===== src/rtl/piso_tx.sv =====
// Parallel-in serial-out frame transmitter: start bit, WIDTH data bits LSB first, stop bit.
// Optional even-parity bit before the stop bit when PISO_TX_PARITY_EN is defined.
module piso_tx #(
    parameter int WIDTH = 8
) (
    input  logic             clk0,
    input  logic             Ra_n,
    input  logic             Rs,
    input  logic [WIDTH-1:0] D0,
    input  logic             load,
    output logic             ready,
    output logic             Q0,
    output logic             busy,
    output logic             done
);

    localparam int CW = (WIDTH > 1) ? $clog2(WIDTH) : 1;
    localparam logic [CW-1:0] LAST = CW'(WIDTH - 1);

    typedef enum logic [2:0] {
        IDLE,
        START,
        SHIFT,
`ifdef PISO_TX_PARITY_EN
        PARITY,
`endif
        STOP
    } state_t;

    state_t           state;
    logic [WIDTH-1:0] sr;
    logic [CW-1:0]    cnt;
`ifdef PISO_TX_PARITY_EN
    logic             par;
`endif

    assign ready = (state == IDLE) || (state == STOP);

    // Outputs are registered alongside the state, so Q0 always shows the bit of the current state.
    always_ff @(posedge clk0 or negedge Ra_n) begin
        if (!Ra_n) begin
            state <= IDLE;
            sr    <= '0;
            cnt   <= '0;
            Q0    <= 1'b1;
            busy  <= 1'b0;
            done  <= 1'b0;
`ifdef PISO_TX_PARITY_EN
            par   <= 1'b0;
`endif
        end else if (Rs) begin
            state <= IDLE;
            sr    <= '0;
            cnt   <= '0;
            Q0    <= 1'b1;
            busy  <= 1'b0;
            done  <= 1'b0;
`ifdef PISO_TX_PARITY_EN
            par   <= 1'b0;
`endif
        end else begin
            done <= 1'b0;
            case (state)
                IDLE, STOP: begin
                    if (load) begin
                        state <= START;
                        sr    <= D0;
                        Q0    <= 1'b0;
                        busy  <= 1'b1;
`ifdef PISO_TX_PARITY_EN
                        par   <= ^D0;
`endif
                    end else begin
                        state <= IDLE;
                        Q0    <= 1'b1;
                        busy  <= 1'b0;
                    end
                end
                START: begin
                    state <= SHIFT;
                    cnt   <= '0;
                    Q0    <= sr[0];
                    sr    <= sr >> 1;
                end
                SHIFT: begin
                    if (cnt == LAST) begin
`ifdef PISO_TX_PARITY_EN
                        state <= PARITY;
                        Q0    <= par;
`else
                        state <= STOP;
                        Q0    <= 1'b1;
                        done  <= 1'b1;
`endif
                    end else begin
                        cnt <= cnt + 1'b1;
                        Q0  <= sr[0];
                        sr  <= sr >> 1;
                    end
                end
`ifdef PISO_TX_PARITY_EN
                PARITY: begin
                    state <= STOP;
                    Q0    <= 1'b1;
                    done  <= 1'b1;
                end
`endif
                default: begin
                    state <= IDLE;
                    Q0    <= 1'b1;
                    busy  <= 1'b0;
                end
            endcase
        end
    end

endmodule

===== config.mk =====
export PLATFORM = sky130hd
export DESIGN_NAME = piso_tx
export DESIGN_NICKNAME = d
export VERILOG_FILES = /design/src/rtl/piso_tx.sv
export SDC_FILE = /design/constraint.sdc
export NUM_CORES = 1
export LEC_CHECK = 0
export ABC_CLOCK_PERIOD_IN_PS = 1850
export BUFFER_PORTS_ARGS = -buffer_cell sky130_fd_sc_hd__buf_2
export CAP_MARGIN = 30
export CORE_MARGIN = 3
export CORE_UTILIZATION = 45
export CTS_CLUSTER_DIAMETER = 100
export DETAILED_ROUTE_END_ITERATION = 10
export GPL_TIMING_DRIVEN = 0
export PLACE_DENSITY_LB_ADDON = 0.1
export SETUP_SLACK_MARGIN = 0.5
export SLEW_MARGIN = 40
export SYNTH_ARGS = -nofsm -noshare
export SYNTH_HDL_FRONTEND = slang
export SYNTH_SLANG_ARGS = --single-unit

===== constraint.sdc =====
create_clock -name clk0 -period 1.85 [get_ports clk0]
set_clock_uncertainty 0.05 [all_clocks]
set_input_delay 0.185 -clock clk0 [delete_from_list [all_inputs] [get_ports clk0]]
set_output_delay 0.185 -clock clk0 [all_outputs]
set_load 0.05 [all_outputs]

==> impl_metrics.yaml, run 1 <==
sta:
  period_minus_slack_ns: 1.56
  rsz0062_at_grt: "true"
  fin_crit_sh_pct: 84.4
  worst_slew_pin_slew_ns: 0.619
  finalHoldViolCount: 0
  slew-limit-headroom_pct: 58.7
  drv_slew: 0
  setup_violations: 0
  holdWs_ns: 0.0837
  fmax_ghz: 0.641
  tns_ns: 0
min_path:
  hold_class: "input port to flip-flop"
  min_path_cells: 2
  worstHoldStart: "Rs"
  hold_path_end: "sr[2]$_DFFE_PN0P_"
critical_path:
  crit_type: "flip-flop to flip-flop"
  rr_worst_depth: 6
  critPathMaxFanout: 8
  start_kind: "flip-flop"
  worst-path-buf-inv: 2
  worst_path_max_delay_cell: "dfrtp_1"
  reg2reg_to: "sr[7]$_DFFE_PN0P_"
  cp_top_family: "multiplexers"
  reg2reg_from: "state[0]$_DFFE_PN0P_"
  path_cells: "inv_2 -> ha_4 -> mux2i_4 -> and2_4 -> buf_8 -> mux2i_1"
  max_stage_delay_ns: 0.40
  rrSetupSlack_ns: 0.29
  critPathRequiredTime_ns: 2.01
  crit_arrival_ns: 1.72
  crit_path_end_kind: "flip-flop"
cells_and_area:
  area_delta_synth_final_pct: 37.3
  nets: 124
  diodes: 0
  fin_area_um2: 1180
  drive_above_1_share_pct: 51.9
  final_cell_mix: "14 x dfrtp_1, 14 x buf_2, 10 x a21oi_1, 10 x buf_4, 9 x mux2i_1"
  stdcell_count: 131
clock_tree:
  cts.sinks: 16
  cts.clk_slew.worst_paths_ns: 0.10
  numCtsBuffers: 3
  cts_root_buf: "clkbuf_4"
  cts_tree: "done"
  cts.path.max_buffers: 2
  cts_max_level: 1
  clk_latency_ns: 0.28
logic_synthesis:
  synthFlopType: "dfrtp_1"
  synth-simple-area-share_pct: 8.89
  synth-edff-count: 0
  synth.cell_area_um2: 858
  synth-compound-area-share_pct: 20.8
  netlist_instances: 76
  async_flop_share_pct: 100
  ys_ff_latch: 16
  synth_fa_ha_area_share_pct: 7.29
  synthMuxAreaShare_pct: 12.1
  synth_top_family_by_area: "compound AO/OA/AOI/OAI gates"
  synth_top_area_share_pct: 43.7
  ys_warn_count: 0
  syn_nets: 93
  synth_area_leader_cell: "dfrtp_1"
  ys_types: 22
  synth_xor_area_share_pct: 0
  yosys-top-cells-area: "dfrtp_1 44%, mux2i_1 10%, a211oi_2 10%"
  ys_seq_area_share_pct: 46.8
  avgSynthCellArea_um2: 11.3
grt:
  grt_pass1_wl_um: 3140
  grt.overflow.total: 0
  grt_pass1_vias: 676
  grt_max_degree: 17
  gr-usage-all-layers_pct: 16.8
  antenna_found_initial: 0
die:
  row_count: 15
  die_x_um: 49.7
  io_pins: 16
  die-area_um2: 2470
  die_h_um: 49.7
  core_area_um2: 1760
  initial_core_util_pct: 48.7
drt:
  dr.first_iter.drc_count: 8
  viasPerCell: 5.06
  route.final.wire_length_um: 1770
  postRouteAntennaNets: 0
  vias: 663
  firstDrtPassIters: 4
  wl_per_cell_um: 13.5
  drt_drc_violations_left: 0
power:
  p_seq_share_pct: 26.5
  internal_power_mw: 1.23
  swShare_pct: 41.4
  power.total_mw: 2.10
  p_clk_share_pct: 9.2
  p_sw_mw: 0.870
  p_comb_share_pct: 64.3
  power_density_nw_per_um2: 1780
  power_leakage_nw: 0.551
  peakVddDrop_mv: 1.10
outcome:
  status: "finished clean"
place:
  placedCellCount: 116
  dpl_cell_area_um2: 1010
  io_buffers: 15
  place.gp.congestion: 0.710
  dp_hpwl_um: 1180
flow_run:
  drv_cap: 0
through the flow:
| stage | utilization [%] | worst slack [ns] |
|---|---|---|
| floorplan | - | 0.255 |
| global placement | 57.4 | 0.170 |
| detailed placement | 57.4 | 0.143 |
| CTS | 64.3 | 0.293 |
| global route | 66.8 | 0.219 |
| finish | 66.8 | 0.290 |
Yosys cell counts (all sizes together), types with 2 or more instances:
library cell   n
a21oi         11
ha             5
inv            3
a211oi         9
o21ai          3
nor2           2
clkbuf         2
nand2          3
mux2i         10
nand2b         2
nand3          2
and2           3
dfrtp         15
buf            2
logic make-up after synthesis:
| family | count (synthesis) |
|---|---|
| AOI/OAI and AO/OA | 24 |
| buffers and inverters | 7 |
| muxes | 10 |
| adders and majority gates | 5 |
| and+or+nand+nor | 14 |
| DFF | 16 |
routing by layer:
layer / vias up / routed length, um / part of all wire, % / global-route usage, %
met5: - / 0 / 0 / 0
met1: 318 / 840 / 48 / 23.6
met3: 2 / 64 / 3.6 / 3.02
met4: 0 / 17 / 0.96 / 6.91
met2: 12 / 845 / 48 / 25.3
li1: 331 / - / - / -
power groups by stage:
stage	Clock (mW)	Sequential, mW	Combinational, mW
after floorplan	0	0.592	0.896
after global placement	0	0.559	1.07
after detailed placement	0	0.564	1.09
after CTS	0.202	0.556	1.27
after global routing	0.218	0.574	1.46
final	0.193	0.556	1.35
how the worst max path moves through the flow:
stage | start | endpoint | slack [ns] | depth (start not counted)
final | state[0]$_DFFE_PN0P_ | sr[7]$_DFFE_PN0P_ | 0.29 | 6
after global routing | state[0]$_DFFE_PN0P_ | sr[7]$_DFFE_PN0P_ | 0.22 | 6
after CTS | state[1]$_DFFE_PN0P_ | sr[1]$_DFFE_PN0P_ | 0.29 | 6
after detailed placement | cnt[0]$_DFFE_PN0P_ | sr[7]$_DFFE_PN0P_ | 0.14 | 6
after global placement | cnt[0]$_DFFE_PN0P_ | sr[7]$_DFFE_PN0P_ | 0.17 | 6
after floorplan | state[1]$_DFFE_PN0P_ | sr[3]$_DFFE_PN0P_ | 0.25 | 6
cell type report:
class	instances	area, um2
fillers	162	586
multi-input cells	53	497
flip-flops and latches	16	403
repair buffers	26	170
plain buffers	4	40.0
well taps	25	31.3
clock buffers	4	26.3
inverters	3	11.3
state kept, by name, indices dropped and copies added, names as in the netlist:
name   flops
Q0         1
busy       1
cnt        3
done       1
sr         8
state      2
worst reg2reg max path: stages, from the launching register on:
cell and delay, ns:
dfrtp_1 0.40, inv_2 0.12, ha_4 0.18, mux2i_4 0.25, and2_4 0.17, buf_8 0.13
mux2i_1 0.19
repair_timing:
item,4_1_cts,5_1_grt
endpoints found under the hold margin,15,0
hold buffers,1,0
pin swaps,11,10
setup buffers,6,4
resized for setup,11,5
endpoints found under the setup margin,17,15
(Power assumes the default switching activity.)
==> run 2: changes to the inputs <==
--- a/config.mk
+++ b/config.mk
@@ -5,7 +5,7 @@
 export SDC_FILE = /design/constraint.sdc
 export NUM_CORES = 1
 export LEC_CHECK = 0
-export ABC_CLOCK_PERIOD_IN_PS = 1850
+export ABC_CLOCK_PERIOD_IN_PS = 1450
 export BUFFER_PORTS_ARGS = -buffer_cell sky130_fd_sc_hd__buf_2
 export CAP_MARGIN = 30
 export CORE_MARGIN = 3
==> constraint.sdc (replaced) <==
create_clock -name clk0 -period 1.45 [get_ports clk0]
set_clock_uncertainty 0.05 [all_clocks]
set_input_delay 0.145 -clock clk0 [delete_from_list [all_inputs] [get_ports clk0]]
set_output_delay 0.145 -clock clk0 [all_outputs]
set_load 0.05 [all_outputs]
==> run 2 against run 1 <==
Compared with the run above:
- the flow now finishes with violations (negative setup slack)
- non-clock buffer count up 3
- core utilization is 4.8 points higher
- via count grew 5.0%
- combinational power rose by 44%
- register-to-register slack got worse by 0.38 ns
- die area stayed put
- hold slack lost 0.052 ns
- sequential share of layout area decreased by 2.3 points
==> impl_metrics.yaml, run 2 (same netlist as run 1, synthesis figures left out) <==
outcome:
  status: "finished with violations"
  violations: "negative setup slack"
sta:
  rsz0062_at_grt: "true"
  tns_ns: -0.694
  drv_slew: 0
  finalHoldViolCount: 0
  setup_violations: 11
  fin_ws_ns: -0.0914
  fin_crit_sh_pct: 106
  slew-limit-headroom_pct: 57.8
  fmax_ghz: 0.649
  period_minus_slack_ns: 1.54
  worst_slew_pin_slew_ns: 0.634
power:
  peakVddDrop_mv: 1.85
  power.total_mw: 2.97
  power_density_nw_per_um2: 2350
  power_leakage_nw: 0.601
die:
  io_pins: 16
  core_area_um2: 1760
  initial_core_util_pct: 48.7
  die_x_um: 49.7
  row_count: 15
  die_h_um: 49.7
  die-area_um2: 2470
cells_and_area:
  largest_reg_flops: 8
  final_common_cell: "dfrtp_1"
  fill_cells: 147
  final_cell_mix: "14 x dfrtp_1, 11 x buf_2, 10 x buf_4"
  final_util_pct: 71.6
  top_register: "sr"
  drive_above_1_share_pct: 56.0
  multiInputGateArea_um2: 510
  diodes: 0
  largestRegisters: "sr x8, cnt x3, state x2"
  regArea_um2: 403
  fin_area_um2: 1260
  area_delta_synth_final_pct: 47.2
  nets: 127
  stdcell_count: 134
place:
  io_buffers: 15
  dp_hpwl_um: 1170
  dpl_cell_area_um2: 1030
  place.gp.congestion: 0.696
  placedCellCount: 116
clock_tree:
  cts_root_buf: "clkbuf_4"
  cts.path.max_buffers: 2
  cts.sinks: 16
  cts_tree: "done"
  clk_latency_ns: 0.29
  numCtsBuffers: 3
  cts_max_level: 1
  cts.clk_slew.worst_paths_ns: 0.10
drt:
  wl_per_cell_um: 14.6
  drt_drc_violations_left: 0
  firstDrtPassIters: 4
  route.final.wire_length_um: 1960
  postRouteAntennaNets: 0
  viasPerCell: 5.19
  vias: 696
  dr.first_iter.drc_count: 8
grt:
  grt_pass1_vias: 692
  grt_max_degree: 17
  gr-usage-all-layers_pct: 16.0
  grt_busiest_layer: "met2"
  grt_use_met2_pct: 27.1
  grt_pass1_wl_um: 3080
  grt.overflow.total: 0
  antenna_found_initial: 0
  use_met3_pct: 2.72
  grt_util_met1_pct: 20.9
critical_path:
  start_kind: "flip-flop"
  critPathRequiredTime_ns: 1.61
  path_common_cell: "buf_8"
  crit_path_end_kind: "flip-flop"
  max_stage_delay_ns: 0.46
  worst_path_max_delay_cell: "dfrtp_2"
  critPathMaxFanout: 8
  crit_type: "flip-flop to flip-flop"
  path_cells: "ha_4 -> nand2b_4 -> buf_8 -> and2_4 -> buf_8 -> a211oi_2"
  cp_top_family: "flip-flops"
  worst-path-buf-inv: 2
  crit_arrival_ns: 1.70
min_path:
  hold_class: "input port to flip-flop"
flow_run:
  drv_cap: 0
[run 2: changes by cell type in the layout (fill, tap and decap cells not counted), moves of 2 or more]
cell | before | now
buf_2 | 14 | 11
buf_6 | 2 | 6
buf_8 | 1 | 4
o21ai_1 | 1 | 3
o21ai_2 | 2 | 0
[run 2: worst paths after layout]
check                                     start                end  slack [ns]  depth (start not counted)
setup / recovery           state[1]$_DFFE_PN0P_  sr[5]$_DFFE_PN0P_       -0.09                          6
hold / removal                               Rs  sr[1]$_DFFE_PN0P_        0.03                          2
setup reg to reg           state[1]$_DFFE_PN0P_  sr[5]$_DFFE_PN0P_       -0.09                          6
hold reg to reg               sr[7]$_DFFE_PN0P_  sr[7]$_DFFE_PN0P_        0.49                          2
max in group asynchronous                  Ra_n       Q0$_DFF_PN1_        0.80                          2
min in group asynchronous                  Ra_n  sr[5]$_DFFE_PN0P_        0.25                          2
[run 2: power breakdown]
part / internal [mW] / switching, mW
Combinational: 1.02 / 0.931
Sequential: 0.611 / 0.117
Clock: 0.153 / 0.143
Total: 1.78 / 1.19
[run 2: area by class of cell]
cell class	instances	share of cell area, %
clock buffer	4	2.87
sequential	16	31.9
inverter	3	0.891
timing repair buffer	29	17.6
tap	25	2.48
multi-input combinational	53	40.4
buffer	4	3.86
[run 2: per-layer routing]
metal  routed length, um  vias to the layer above
li1                    -                      336
met1                 876                      340
met2                 979                       16
met3                  71                        4
met4                  27                        0
met5                   0                        -
[run 2: per-stage QoR]
| stage | hold slack (ns) | setup WS, ns |
|---|---|---|
| 2_1_floorplan | -0.201 | -0.145 |
| 3_3_place_gp | 0.0275 | -0.210 |
| 3_5_place_dp | 0.0294 | -0.220 |
| 4_1_cts | 0.0170 | -0.0612 |
| 5_1_grt | 0.0147 | -0.163 |
| 6_report | 0.0322 | -0.0914 |
[run 2: worst reg2reg max path: stages (launching register included)]
cell,delay [ns]
dfrtp_2,0.46
ha_4,0.32
nand2b_4,0.06
buf_8,0.12
and2_4,0.15
buf_8,0.14
a211oi_2,0.18
[run 2: repair_timing]
item,CTS,global route
gates cloned,0,0
gates resized for setup,11,16
hold buffers,1,0
endpoints found under the hold margin,16,0
pin swaps,2,5
endpoints found under the setup margin,20,20
buffers inserted,8,5
